File: src/rtl/mem_arbiter64.sv
// rtl/mem_arbiter64.sv - two-port Memoria64 arbiter/sequencer; MEM_ARB_RR_EN selects round-robin over fixed priority
module mem_arbiter64 #(
  parameter int RD_LAT = 1,
  parameter int AW     = 64,
  parameter int DW     = 64
) (
  input  logic          Clk,
  input  logic          Reset_n,
  input  logic          req_p0,
  input  logic          we_p0,
  input  logic [AW-1:0] addr_p0,
  input  logic [DW-1:0] wdata_p0,
  output logic          done_p0,
  output logic [DW-1:0] rdata_p0,
  input  logic          req_p1,
  input  logic          we_p1,
  input  logic [AW-1:0] addr_p1,
  input  logic [DW-1:0] wdata_p1,
  output logic          done_p1,
  output logic [DW-1:0] rdata_p1,
  output logic          busy,
  output logic [AW-1:0] mem_raddress,
  output logic [AW-1:0] mem_waddress,
  output logic [DW-1:0] mem_Datain,
  output logic          mem_Wr,
  input  logic [DW-1:0] mem_Dataout
);

  typedef enum logic [1:0] {
    IDLE   = 2'd0,
    ACCESS = 2'd1,
    DONE   = 2'd2
  } state_t;

  // A read spends RD_LAT cycles in ACCESS; the counter runs RD_LAT-1 .. 0.
  localparam logic [3:0] CNT_INIT = 4'(RD_LAT - 1);

  state_t        state_q;
  state_t        state_d;

  // Transaction latched when leaving IDLE; win_q: 0 = port 0, 1 = port 1.
  logic          win_q;
  logic          we_q;
  logic [AW-1:0] addr_q;
  logic [DW-1:0] wdata_q;
  logic [3:0]    cnt_q;
  logic [DW-1:0] rdata0_q;
  logic [DW-1:0] rdata1_q;

  logic          any_req;
  logic          start;
  logic          rd_last;
  logic          grant;
  logic          grant_we;
  logic [AW-1:0] grant_addr;
  logic [DW-1:0] grant_wdata;

  assign any_req = req_p0 | req_p1;
  assign start   = (state_q == IDLE) && any_req;
  assign rd_last = (state_q == ACCESS) && !we_q && (cnt_q == 4'd0);

`ifdef MEM_ARB_RR_EN
  // 0 = port 0 was served last, 1 = port 1 was served last.
  logic last_q;

  // On contention the port not served last wins; a lone requester always wins.
  assign grant = (req_p0 && req_p1) ? ~last_q : req_p1;

  // Record the winner as the transaction enters ACCESS.
  always_ff @(posedge Clk or negedge Reset_n) begin
    if (!Reset_n) begin
      last_q <= 1'b0;
    end else if (start) begin
      last_q <= grant;
    end
  end
`else
  // Fixed priority: port 1 is granted only when port 0 is not requesting.
  assign grant = ~req_p0;
`endif

  assign grant_we    = grant ? we_p1    : we_p0;
  assign grant_addr  = grant ? addr_p1  : addr_p0;
  assign grant_wdata = grant ? wdata_p1 : wdata_p0;

  // Memory address/data come straight from the latched request so they
  // only move when a new transaction starts and hold otherwise.
  assign mem_raddress = addr_q;
  assign mem_waddress = addr_q;
  assign mem_Datain   = wdata_q;
  assign rdata_p0     = rdata0_q;
  assign rdata_p1     = rdata1_q;

  // State register.
  always_ff @(posedge Clk or negedge Reset_n) begin
    if (!Reset_n) begin
      state_q <= IDLE;
    end else begin
      state_q <= state_d;
    end
  end

  // Next state and state-decoded outputs; mem_Wr is decoded from state so
  // an asynchronous reset removes it immediately.
  always_comb begin
    state_d = state_q;
    busy    = 1'b1;
    done_p0 = 1'b0;
    done_p1 = 1'b0;
    mem_Wr  = 1'b0;
    case (state_q)
      IDLE: begin
        busy = 1'b0;
        if (any_req) begin
          state_d = ACCESS;
        end
      end
      ACCESS: begin
        mem_Wr = we_q;
        if (we_q || (cnt_q == 4'd0)) begin
          state_d = DONE;
        end
      end
      DONE: begin
        done_p0 = ~win_q;
        done_p1 = win_q;
        state_d = IDLE;
      end
      default: begin
        state_d = IDLE;
      end
    endcase
  end

  // Latch the granted request, run the read latency counter, capture read data.
  always_ff @(posedge Clk or negedge Reset_n) begin
    if (!Reset_n) begin
      win_q    <= 1'b0;
      we_q     <= 1'b0;
      addr_q   <= '0;
      wdata_q  <= '0;
      cnt_q    <= 4'd0;
      rdata0_q <= '0;
      rdata1_q <= '0;
    end else begin
      if (start) begin
        win_q   <= grant;
        we_q    <= grant_we;
        addr_q  <= grant_addr;
        wdata_q <= grant_wdata;
        if (!grant_we) begin
          cnt_q <= CNT_INIT;
        end
      end
      if ((state_q == ACCESS) && !we_q && (cnt_q != 4'd0)) begin
        cnt_q <= cnt_q - 4'd1;
      end
      if (rd_last) begin
        if (win_q) begin
          rdata1_q <= mem_Dataout;
        end else begin
          rdata0_q <= mem_Dataout;
        end
      end
    end
  end

endmodule

File: config.mk
export PLATFORM = sky130hd
export DESIGN_NAME = mem_arbiter64
export DESIGN_NICKNAME = d
export VERILOG_FILES = /design/src/rtl/mem_arbiter64.sv
export SDC_FILE = /design/constraint.sdc
export NUM_CORES = 1
export LEC_CHECK = 0
export ABC_AREA = 1
export BUFFER_PORTS_ARGS = -buffer_cell sky130_fd_sc_hd__buf_2
export CAP_MARGIN = 40
export CORE_AREA = 2 2 256 258
export DETAILED_ROUTE_END_ITERATION = 7
export DIE_AREA = 0 0 258 260
export PLACE_DENSITY = 0.5
export SYNTH_ARGS = -nofsm -noshare
export SYNTH_HDL_FRONTEND = slang
export SYNTH_SLANG_ARGS = --single-unit
export TNS_END_PERCENT = 10
File: constraint.sdc
create_clock -name Clk -period 1.5 [get_ports Clk]
set_input_delay 0.075 -clock Clk [delete_from_list [all_inputs] [get_ports Clk]]
set_output_delay 0.075 -clock Clk [all_outputs]
set_load 0.02 [all_outputs]
### After elaboration in Yosys (flattened, before gate mapping)

Index checks and enable logic that the tools add are counted.

* input bits: 326
* register bits after elaboration: 264
* output and inout bits: 324
* logic and storage cells: 44

* reductions and logical operators: 14
* equality and inequality tests: 5
* multiplexer cells: 13
* bitwise gates (word level): 3
* add/sub/neg operators: 1

Operator list (count)
* $mux W64: 2
* $mux W4: 3
* $reduce_and A2 Y1: 4
* $mux W1: 5
* $logic_and A1 B1 Y1: 4
* $logic_not A4 Y1: 1
* $mux W2: 2
* $ne A2 B2 Y1 const B: 2
* $pmux W2 S2: 1
* $reduce_bool A4 Y1: 1
* $sub A4 B1 Y4 const B: 1
* $eq A2 B1 Y1 const B: 1
* $eq A2 B2 Y1 const B: 1
* $logic_not A2 Y1: 1
* $ne A2 B1 Y1 const B: 1
* $not A1 Y1: 2
* $reduce_bool A2 Y1: 1
* $logic_not A1 Y1: 1
* $logic_or A1 B1 Y1: 1
* $or A1 B1 Y1: 1

### Logic depth before layout (Yosys ltp)

Gate-level depths: netlist of the first run.

* word-level depth: 5
* gate-level depth with buffers: 8
* gate-level depth less buffers: 7

### Least setup slack after synthesis of the first run

OpenSTA, ideal clock, no wires.

* kind: register to register
* start point: reg state_q[0]
* end point: reg addr_q[10], in the netlist mem_raddress[10]
* library setup time: 124 ps
* clock period less this slack: 1386 ps
* required time: 1376 ps
* path buffers: 2
* data arrival time: 1262 ps
* cell stages (with the launch flop): 9
* slack: 114 ps
* cells stage by stage: dfrtp_1 > inv_1 > nand2_1 > nor2_4 > inv_2 > buf_4 > buf_2 > nand2_1 > nand2_1

* longest elaborated chain between the ends: 2

RTL lines
* start, declared: line 38 `state_t state_q;`
* start signal, assigned: line 99 `state_q <= state_d;`
* $logic_not A2 Y1: line 59 `assign start = (state_q == IDLE) && any_req;`
* $logic_and A1 B1 Y1: line 59
* end signal, assigned: line 149 `addr_q <= grant_addr;`
* end, declared: line 44 `logic [AW-1:0] addr_q;`

Every way passes these cells.
A chain may end at the register's enable or synchronous reset.

### Final worst setup path of the first run

* start point: reg win_q
* end point: out done_p0

* longest elaborated chain between the ends: 2

RTL lines
* start, declared: line 42 `logic win_q;`
* start signal, assigned: line 147 `win_q <= grant;`
* $not A1 Y1 (no source line)
* $mux W1: line 111 `case (state_q)`
* end, declared: line 13 `output logic done_p0,`

Every way passes these cells.

==> results of run 1 <==
[power by group]
group	switching [mW]	total [mW]	internal (mW)
sequential	2.56	13.4	10.8
clock	3.01	7.21	4.20
combinational	13.8	21.4	7.63
total	19.3	41.9	22.6
[flip-flops by register name, indices dropped and copies added (netlist names)]
register	cells
mem_Datain	64
mem_raddress	64
rdata_p0	64
rdata_p1	64
cnt_q	4
state_q	2
we_q	1
win_q	1
[area by class of cell]
| class | count | area, µm² | area share (%) |
|---|---|---|---|
| well taps | 855 | 1070 | 5.10 |
| repair buffers | 1060 | 7610 | 36.3 |
| clock inverters | 6 | 30.0 | 0.143 |
| clock buffers | 48 | 930 | 4.43 |
| diodes | 4 | 10.0 | 0.0477 |
| multi-input cells | 939 | 4670 | 22.3 |
| inverters | 13 | 53.8 | 0.257 |
| flip-flops and latches | 264 | 6610 | 31.5 |
[path summary, 6_finish.rpt]
path | from | to | slack [ns] | depth (start not counted)
max reg2reg | state_q[1] | rdata_p1[42] | -0.05 | 9
max in group asynchronous | Reset_n | cnt_q[0] | 0.84 | 3
min in group asynchronous | Reset_n | mem_raddress[12] | 0.09 | 2
min reg2reg | rdata_p1[41] | rdata_p1[41] | 0.46 | 2
min | we_p1 | we_q | 0.04 | 6
max | win_q | done_p0 | -0.06 | 3
[repair_timing]
item	CTS	global route
setup endpoints to repair	126	241
pin swaps	6	3
hold endpoints to repair	520	0
gates resized for setup	32	17
hold buffers	320	0
gates cloned	0	6
setup buffers	5	3
[through the flow]
stage	hold slack, ns	TNS (ns)	worst slack [ns]
detailed placement	0.0687	-2.02	-0.144
finish	0.0422	-1.23	-0.0648
floorplan	-0.221	0	0.114
CTS	0.0122	-0.855	-0.0940
global route	0.0610	-14.57	-0.137
global placement	0.0784	-0.546	-0.122
[cell usage in the layout, fill, tap and decap left out, drive strengths merged, types with 2 or more instances in the layout]
cell type    netlist  final
buf              131    734
nand2            533    533
dlygate4sd3        0    320
dfrtp            264    264
nand3            135    135
o211ai           128    128
or2              128    128
clkbuf            29     54
inv               13     13
nor2               8      8
clkinv             0      6
diode              0      4
nor3               2      2
[synth_stat cells, drive strengths merged]
cell	instances	area (µm²)
xor2	1	8.76
nor3	2	10.0
or2	128	801
nand3	135	701
nand3b	1	7.51
ha	1	12.5
buf	131	873
inv	13	48.8
nor2	8	45.0
o21ai	1	5.00
o21a	1	7.51
clkbuf	29	110
dfrtp	264	6610
o211ai	128	961
nand2	533	2000
[layer usage]
layer | share of wire [%] | wire (µm) | global-route usage (%)
met1 | 39 | 20400 | 17.0
met2 | 51 | 26300 | 26.2
met3 | 6.8 | 3550 | 2.95
met4 | 3.3 | 1720 | 5.35
met5 | 0 | 0 | 0
[worst max-delay path: stages (launching register included)]
cell	delay, ns
dfrtp_2	0.44
buf_8	0.13
nor3_4	0.19
buf_6	0.15
[cells by family after synthesis]
kind of cell	synth area share, %
and+or+nand+nor	29.2
DFF	54.2
buffers and inverters	8.46
AOI/OAI and AO/OA	7.98
xor gates and xnor gates	0.0718
adders and majority gates	0.103
==> results.json, run 1 <==
{
  "status": "complete, but fails checks",
  "violations": "negative setup slack",
  "layout-drive-gt1-share_pct": 40.5,
  "yosysWarnings": 0,
  "final_nets": 2636,
  "finalCritPeriodShare_pct": 104,
  "cp-start-kind": "flip-flop",
  "finalPower_mw": 41.9,
  "grt-ovfl-total": 0,
  "final_area_um2": 21000,
  "detail-route-antenna-nets": 0,
  "maxCapViolations": 0,
  "placed_cell_area_um2": 16400,
  "htree_levels": 1,
  "fp.dieW_um": 258,
  "synthDistinctLibCells": 22,
  "syn_nets": 1703,
  "cts_buffers": 31,
  "start_util_pct": 19.0,
  "power_density_nw_per_um2": 2000,
  "drt-initial-drc-count": 915,
  "max_freq_ghz": 0.639,
  "path_clk_slew_ns": 0.07,
  "rsz0062_at_grt": "yes",
  "setup_slack_ns": -0.0648,
  "grt_pass1_vias": 13700,
  "worst_pin_slew_ns": 0.535,
  "dieArea_um2": 67100,
  "die_h_um": 260,
  "vias_per_cell": 4.17,
  "post-route-util_pct": 32.7,
  "core_um2": 64100,
  "cp.arrival_ns": 1.49,
  "p_leak_nw": 10.7,
  "required_ns": 1.42,
  "insertion_delay_ns": 0.57,
  "grt_usage_pct": 14.5,
  "dp_hpwl_mm": 36.9,
  "ioPinCount": 650,
  "wirelength_mm": 51.9,
  "fillCellCount": 6687,
  "cts_tree": "yes",
  "syn-cell-area_um2": 12200,
  "cts-root-buf": "clkbuf_16",
  "grt_max_degree": 69,
  "maxSlewHeadroom_pct": 64.2,
  "finalNonFillerCells": 3189,
  "port_buffers": 649,
  "dr.pass1.iters": 5,
  "syn_avg_cell_area_um2": 8.86,
  "clkSinkCount": 264,
  "antenna_found_initial": 3,
  "row_count": 93,
  "gp_congestion": 0.880,
  "vias": 13300,
  "critical_path_peak_fanout": 3,
  "hold_viol": 0,
  "drc": 0,
  "area_growth_pct": 72.0,
  "grt_pass1_wl_mm": 77.6,
  "wl_per_cell_um": 16.3,
  "seq_area_frac_synth_pct": 54.2,
  "ys_ff_latch": 264,
  "syn_inst": 1376,
  "hp-class": "primary input to flip-flop",
  "dp_cells": 2797,
  "critPathKind": "flip-flop to output pin",
  "skew_ns": 0.0111,
  "clk_path_buf_depth": 3,
  "critPathCaptureType": "output pin",
  "timing.final.setup_violations": 68,
  "peakVddDrop_uv": 965,
  "slew_violations": 0,
  "period_needed_ns": 1.56
}
No activity file was read; power rests on OpenSTA's default activity.
==> run 2, diff against run 1 <==
--- a/config.mk
+++ b/config.mk
@@ -9,6 +9,8 @@
 export BUFFER_PORTS_ARGS = -buffer_cell sky130_fd_sc_hd__buf_2
 export CAP_MARGIN = 40
 export CORE_AREA = 2 2 256 258
+export CTS_BUF_LIST = sky130_fd_sc_hd__clkbuf_4
+export CTS_CLUSTER_DIAMETER = 40
 export DETAILED_ROUTE_END_ITERATION = 7
 export DIE_AREA = 0 0 258 260
 export PLACE_DENSITY = 0.5
==> results.json, run 2 (synthesized netlist as in run 1, its figures left out) <==
{
  "wirelength_mm": 58.4,
  "required_ns": 1.42,
  "port_buffers": 649,
  "grt_pass1_wl_mm": 84.9,
  "cts_buffers": 77,
  "dr.pass1.iters": 5,
  "fp.dieW_um": 258,
  "p_int_mw": 25.3,
  "hold_viol": 0,
  "power_frac_clock_pct": 15.5,
  "clk_path_buf_depth": 3,
  "critical_path_peak_fanout": 4,
  "seq_power_share_pct": 30.5,
  "grt-ovfl-total": 0,
  "timing.final.setup_violations": 145,
  "hold_depth": 4,
  "cts_tree": "yes",
  "skew_ns": 0.0446,
  "slew_violations": 0,
  "combPwrFrac_pct": 54.0,
  "worstHoldStart": "mem_Dataout[13]",
  "final_cell_mix": "buf_2 (493), dlygate4sd3_1 (472), nand2_1 (469)",
  "gp_congestion": 0.880,
  "final_nets": 2847,
  "worst_pin_slew_ns": 0.535,
  "reg2reg_to": "rdata_p0[57]",
  "finalCritPeriodShare_pct": 113,
  "grt_usage_pct": 16.1,
  "reg2regPathDepth": 11,
  "drt-initial-drc-count": 940,
  "htree_levels": 3,
  "final_common_cell": "buf_2",
  "maxCapViolations": 0,
  "ioPinCount": 650,
  "dieArea_um2": 67100,
  "detail-route-antenna-nets": 0,
  "grt_pass1_vias": 15400,
  "dp_hpwl_mm": 36.9,
  "drc": 0,
  "critPathCaptureType": "output pin",
  "violations": "negative setup slack",
  "period_needed_ns": 1.70,
  "tns_ns": -15.67,
  "swShare_pct": 45.2,
  "grt_max_degree": 69,
  "cts-root-buf": "clkbuf_4",
  "max_freq_ghz": 0.590,
  "antenna_found_initial": 9,
  "setup_slack_ns": -0.195,
  "wl_per_cell_um": 17.0,
  "row_count": 93,
  "clkSinkCount": 264,
  "rsz0062_at_grt": "yes",
  "hp-class": "primary input to flip-flop",
  "path_clk_slew_ns": 0.07,
  "cp-start-kind": "flip-flop",
  "area_growth_pct": 96.1,
  "start_util_pct": 19.0,
  "vias_per_cell": 4.29,
  "peakVddDrop_uv": 985,
  "cp.arrival_ns": 1.62,
  "layout-drive-gt1-share_pct": 42.6,
  "p_sw_mw": 20.8,
  "p_leak_nw": 11.9,
  "core_um2": 64100,
  "power_density_nw_per_um2": 1930,
  "insertion_delay_ns": 0.76,
  "r2r_slack_ns": -0.18,
  "critPathKind": "flip-flop to output pin",
  "finalPower_mw": 46.1,
  "vias": 14800,
  "die_h_um": 260,
  "maxSlewHeadroom_pct": 64.2,
  "status": "complete, but fails checks",
  "reg2reg_from": "state_q[1]",
  "min_to": "rdata_p0[13]"
}
run 2: power by group through the flow:
stage | sequential [mW] | combinational (mW) | clock, mW
after floorplan | 17.2 | 8.60 | 0
after global placement | 13.3 | 19.9 | 0
after detailed placement | 13.3 | 20.1 | 0
after CTS | 13.7 | 23.2 | 7.49
after global routing | 14.5 | 26.7 | 7.90
final | 14.1 | 24.9 | 7.14
run 2: how the worst max path moves through the flow:
stage / from / to / slack (ns)
after detailed placement: req_p0 / mem_raddress[20] / -0.14
after CTS: win_q / done_p0 / -0.42
after global placement: req_p0 / mem_raddress[20] / -0.12
after global routing: state_q[1] / done_p1 / -0.40
final: state_q[1] / mem_Wr / -0.20
after floorplan: state_q[0] / mem_raddress[10] / 0.11
run 2: repair_timing:
action                                  CTS  global route
gates cloned                              0            10
hold buffers                            473             0
hold endpoints to repair                526             0
gates resized for setup                 236           209
buffers inserted                         12             5
endpoints found under the setup margin  478           466
pin swaps                                 7             9
run 2: through the flow:
| step | hold slack, ns | util, % | cells | worst slack, ns | cell area (µm²) |
|---|---|---|---|---|---|
| after floorplan | -0.221 | - | 1376 | 0.114 | 12200 |
| after global placement | 0.0784 | 25.6 | 2797 | -0.122 | 16400 |
| after detailed placement | 0.0687 | 25.6 | 2797 | -0.144 | 16400 |
| after CTS | 0.0000511 | 35.9 | 3417 | -0.420 | 23000 |
| after global routing | 0.0274 | 37.3 | 3442 | -0.402 | 23900 |
| final | 0.143 | 37.3 | 3443 | -0.195 | 23900 |
run 2: worst max-delay path, stage by stage (launching register included):
cell and delay [ns]:
dfrtp_1 0.37, inv_2 0.07, buf_6 0.13, nand2_4 0.06, nor2_4 0.10, buf_6 0.13
run 2: cell type report:
cell class	instances	area (µm²)
diodes	12	30.0
clock inverters	24	171
multi-input cells	939	4890
well taps	855	1070
fillers	6280	40200
clock buffers	111	833
flip-flops and latches	264	6620
inverters	13	56.3
repair buffers	1225	10200
run 2: routing by layer:
| metal | vias to the layer above | global-route usage (%) | routed length (µm) |
|---|---|---|---|
| met5 | - | 0 | 0 |
| met4 | 0 | 8.94 | 3020 |
| met3 | 209 | 4.59 | 4380 |
| met2 | 789 | 27.6 | 29000 |
| met1 | 6989 | 18.2 | 22000 |
| li1 | 6770 | - | - |
==> run 3, diff against run 2 <==
--- a/config.mk
+++ b/config.mk
@@ -17,4 +17,3 @@
 export SYNTH_ARGS = -nofsm -noshare
 export SYNTH_HDL_FRONTEND = slang
 export SYNTH_SLANG_ARGS = --single-unit
-export TNS_END_PERCENT = 10
==> results.json, run 3 (synthesized netlist as in run 1, its figures left out) <==
{
  "die_h_um": 260,
  "wl_per_cell_um": 18.4,
  "final_common_cell": "dlygate4sd3_1",
  "post-place-ws_ns": -0.144,
  "skew_ns": 0.0515,
  "insertion_delay_ns": 0.77,
  "final_cell_mix": "dlygate4sd3_1 (518), buf_2 (355), nand2_1 (329)",
  "dr.pass1.iters": 5,
  "hold_viol": 0,
  "dp_hpwl_mm": 36.9,
  "cp-start-kind": "flip-flop",
  "max_freq_ghz": 0.588,
  "hp-class": "primary input to flip-flop",
  "cts-root-buf": "clkbuf_4",
  "timing.final.setup_violations": 238,
  "port_buffers": 649,
  "maxSlewHeadroom_pct": 64.2,
  "worst_pin_slew_ns": 0.535,
  "clkSinkCount": 264,
  "layout-drive-gt1-share_pct": 51.1,
  "path_clk_slew_ns": 0.06,
  "row_count": 93,
  "rsz0062_at_grt": "yes",
  "critPathCaptureType": "flip-flop",
  "grt_usage_pct": 17.8,
  "drt-initial-drc-count": 911,
  "wirelength_mm": 67.6,
  "status": "complete, but fails checks",
  "cts_buffers": 77,
  "fp.dieW_um": 258,
  "finalCritPeriodShare_pct": 113,
  "peakVddDrop_uv": 1230,
  "setup_slack_ns": -0.200,
  "grt_max_degree": 69,
  "gp_congestion": 0.880,
  "required_ns": 2.12,
  "vias": 16100,
  "grt_pass1_vias": 16700,
  "core_um2": 64100,
  "grt-ovfl-total": 0,
  "final_area_um2": 27900,
  "p_leak_nw": 13.5,
  "power_density_nw_per_um2": 2020,
  "ioPinCount": 650,
  "maxCapViolations": 0,
  "start_util_pct": 19.0,
  "critPathKind": "flip-flop to flip-flop",
  "cp.arrival_ns": 2.32,
  "htree_levels": 3,
  "detail-route-antenna-nets": 0,
  "dieArea_um2": 67100,
  "antenna_found_initial": 9,
  "violations": "negative setup slack",
  "clk_path_buf_depth": 3,
  "drc": 0,
  "slew_violations": 0,
  "critical_path_peak_fanout": 6,
  "fin_hold_ws_ns": 0.124,
  "placed_cell_area_um2": 16400,
  "vias_per_cell": 4.40,
  "post-route-util_pct": 43.5,
  "cts_tree": "yes",
  "final_nets": 3069,
  "grt_pass1_wl_mm": 93.3,
  "period_needed_ns": 1.70,
  "area_growth_pct": 128
}
run 3: cell types whose count changed in the layout (fill, tap and decap cells not counted), sizes merged:
cell / delta
clkinv: +1
bufbuf: +1
inv: +1
clkbuf: +13
dlygate4sd3: +46
buf: +160
run 3: final timing paths:
check / start / cells past startpoint / slack [ns] / endpoint
worst max-delay path: state_q[1] / 11 / -0.20 / rdata_p1[18]
worst min-delay path: addr_p0[48] / 4 / 0.12 / mem_raddress[48]
worst max register to register: state_q[1] / 11 / -0.20 / rdata_p1[18]
worst min register to register: rdata_p1[35] / 2 / 0.48 / rdata_p1[35]
max in group asynchronous: Reset_n / 4 / 0.58 / rdata_p0[13]
min in group asynchronous: Reset_n / 4 / 0.64 / rdata_p0[50]
run 3: final cells by class:
cell class	count	area [µm²]
Multi-Input combinational cell	939	5480
Inverter	13	82.6
Timing Repair Buffer	1445	13500
Clock inverter	24	171
Fill cell	5777	36300
Sequential cell	264	6640
Tap cell	855	1070
Clock buffer	111	833
Antenna cell	12	30.0
Timing Repair inverter	2	36.3
run 3: per-layer routing:
layer  part of all wire (%)  up-vias  GRT usage [%]
li1                       -     7233              -
met1                     36     7733           19.0
met2                     51      921           31.7
met3                    8.1      253           5.44
met4                    4.5        0           9.07
met5                      0        -              0
run 3: through the flow:
step	cells	TNS (ns)	total power, mW
after floorplan	1376	0	25.8
after global placement	2797	-0.546	33.2
after detailed placement	2797	-2.02	33.4
after CTS	3540	-33.17	50.2
after global routing	3664	-65.03	59.1
final	3665	-22.49	56.2
run 3: critical path: stages, from the launching register on:
cell,delay [ns]
dfrtp_1,0.37
inv_2,0.06
buf_6,0.12
nand2_4,0.06
buf_6,0.12
nor2_4,0.12
buf_6,0.13
nand3_4,0.11
buf_12,0.19
clkbuf_16,0.18
nand2_4,0.06
nand2_2,0.04
run 3: repair_timing:
action,in CTS,in global routing
cloned,12,28
endpoints found under the hold margin,525,0
hold buffers,519,0
setup endpoints to repair,478,483
pin swaps,11,14
buffers inserted,78,94
gates resized for setup,673,329
run 3: report_power, final:
| part | switching [mW] | total [mW] | internal [mW] |
|---|---|---|---|
| logic | 16.8 | 34.3 | 17.5 |
| registers | 3.81 | 14.7 | 10.9 |
| clock network | 3.44 | 7.21 | 3.77 |
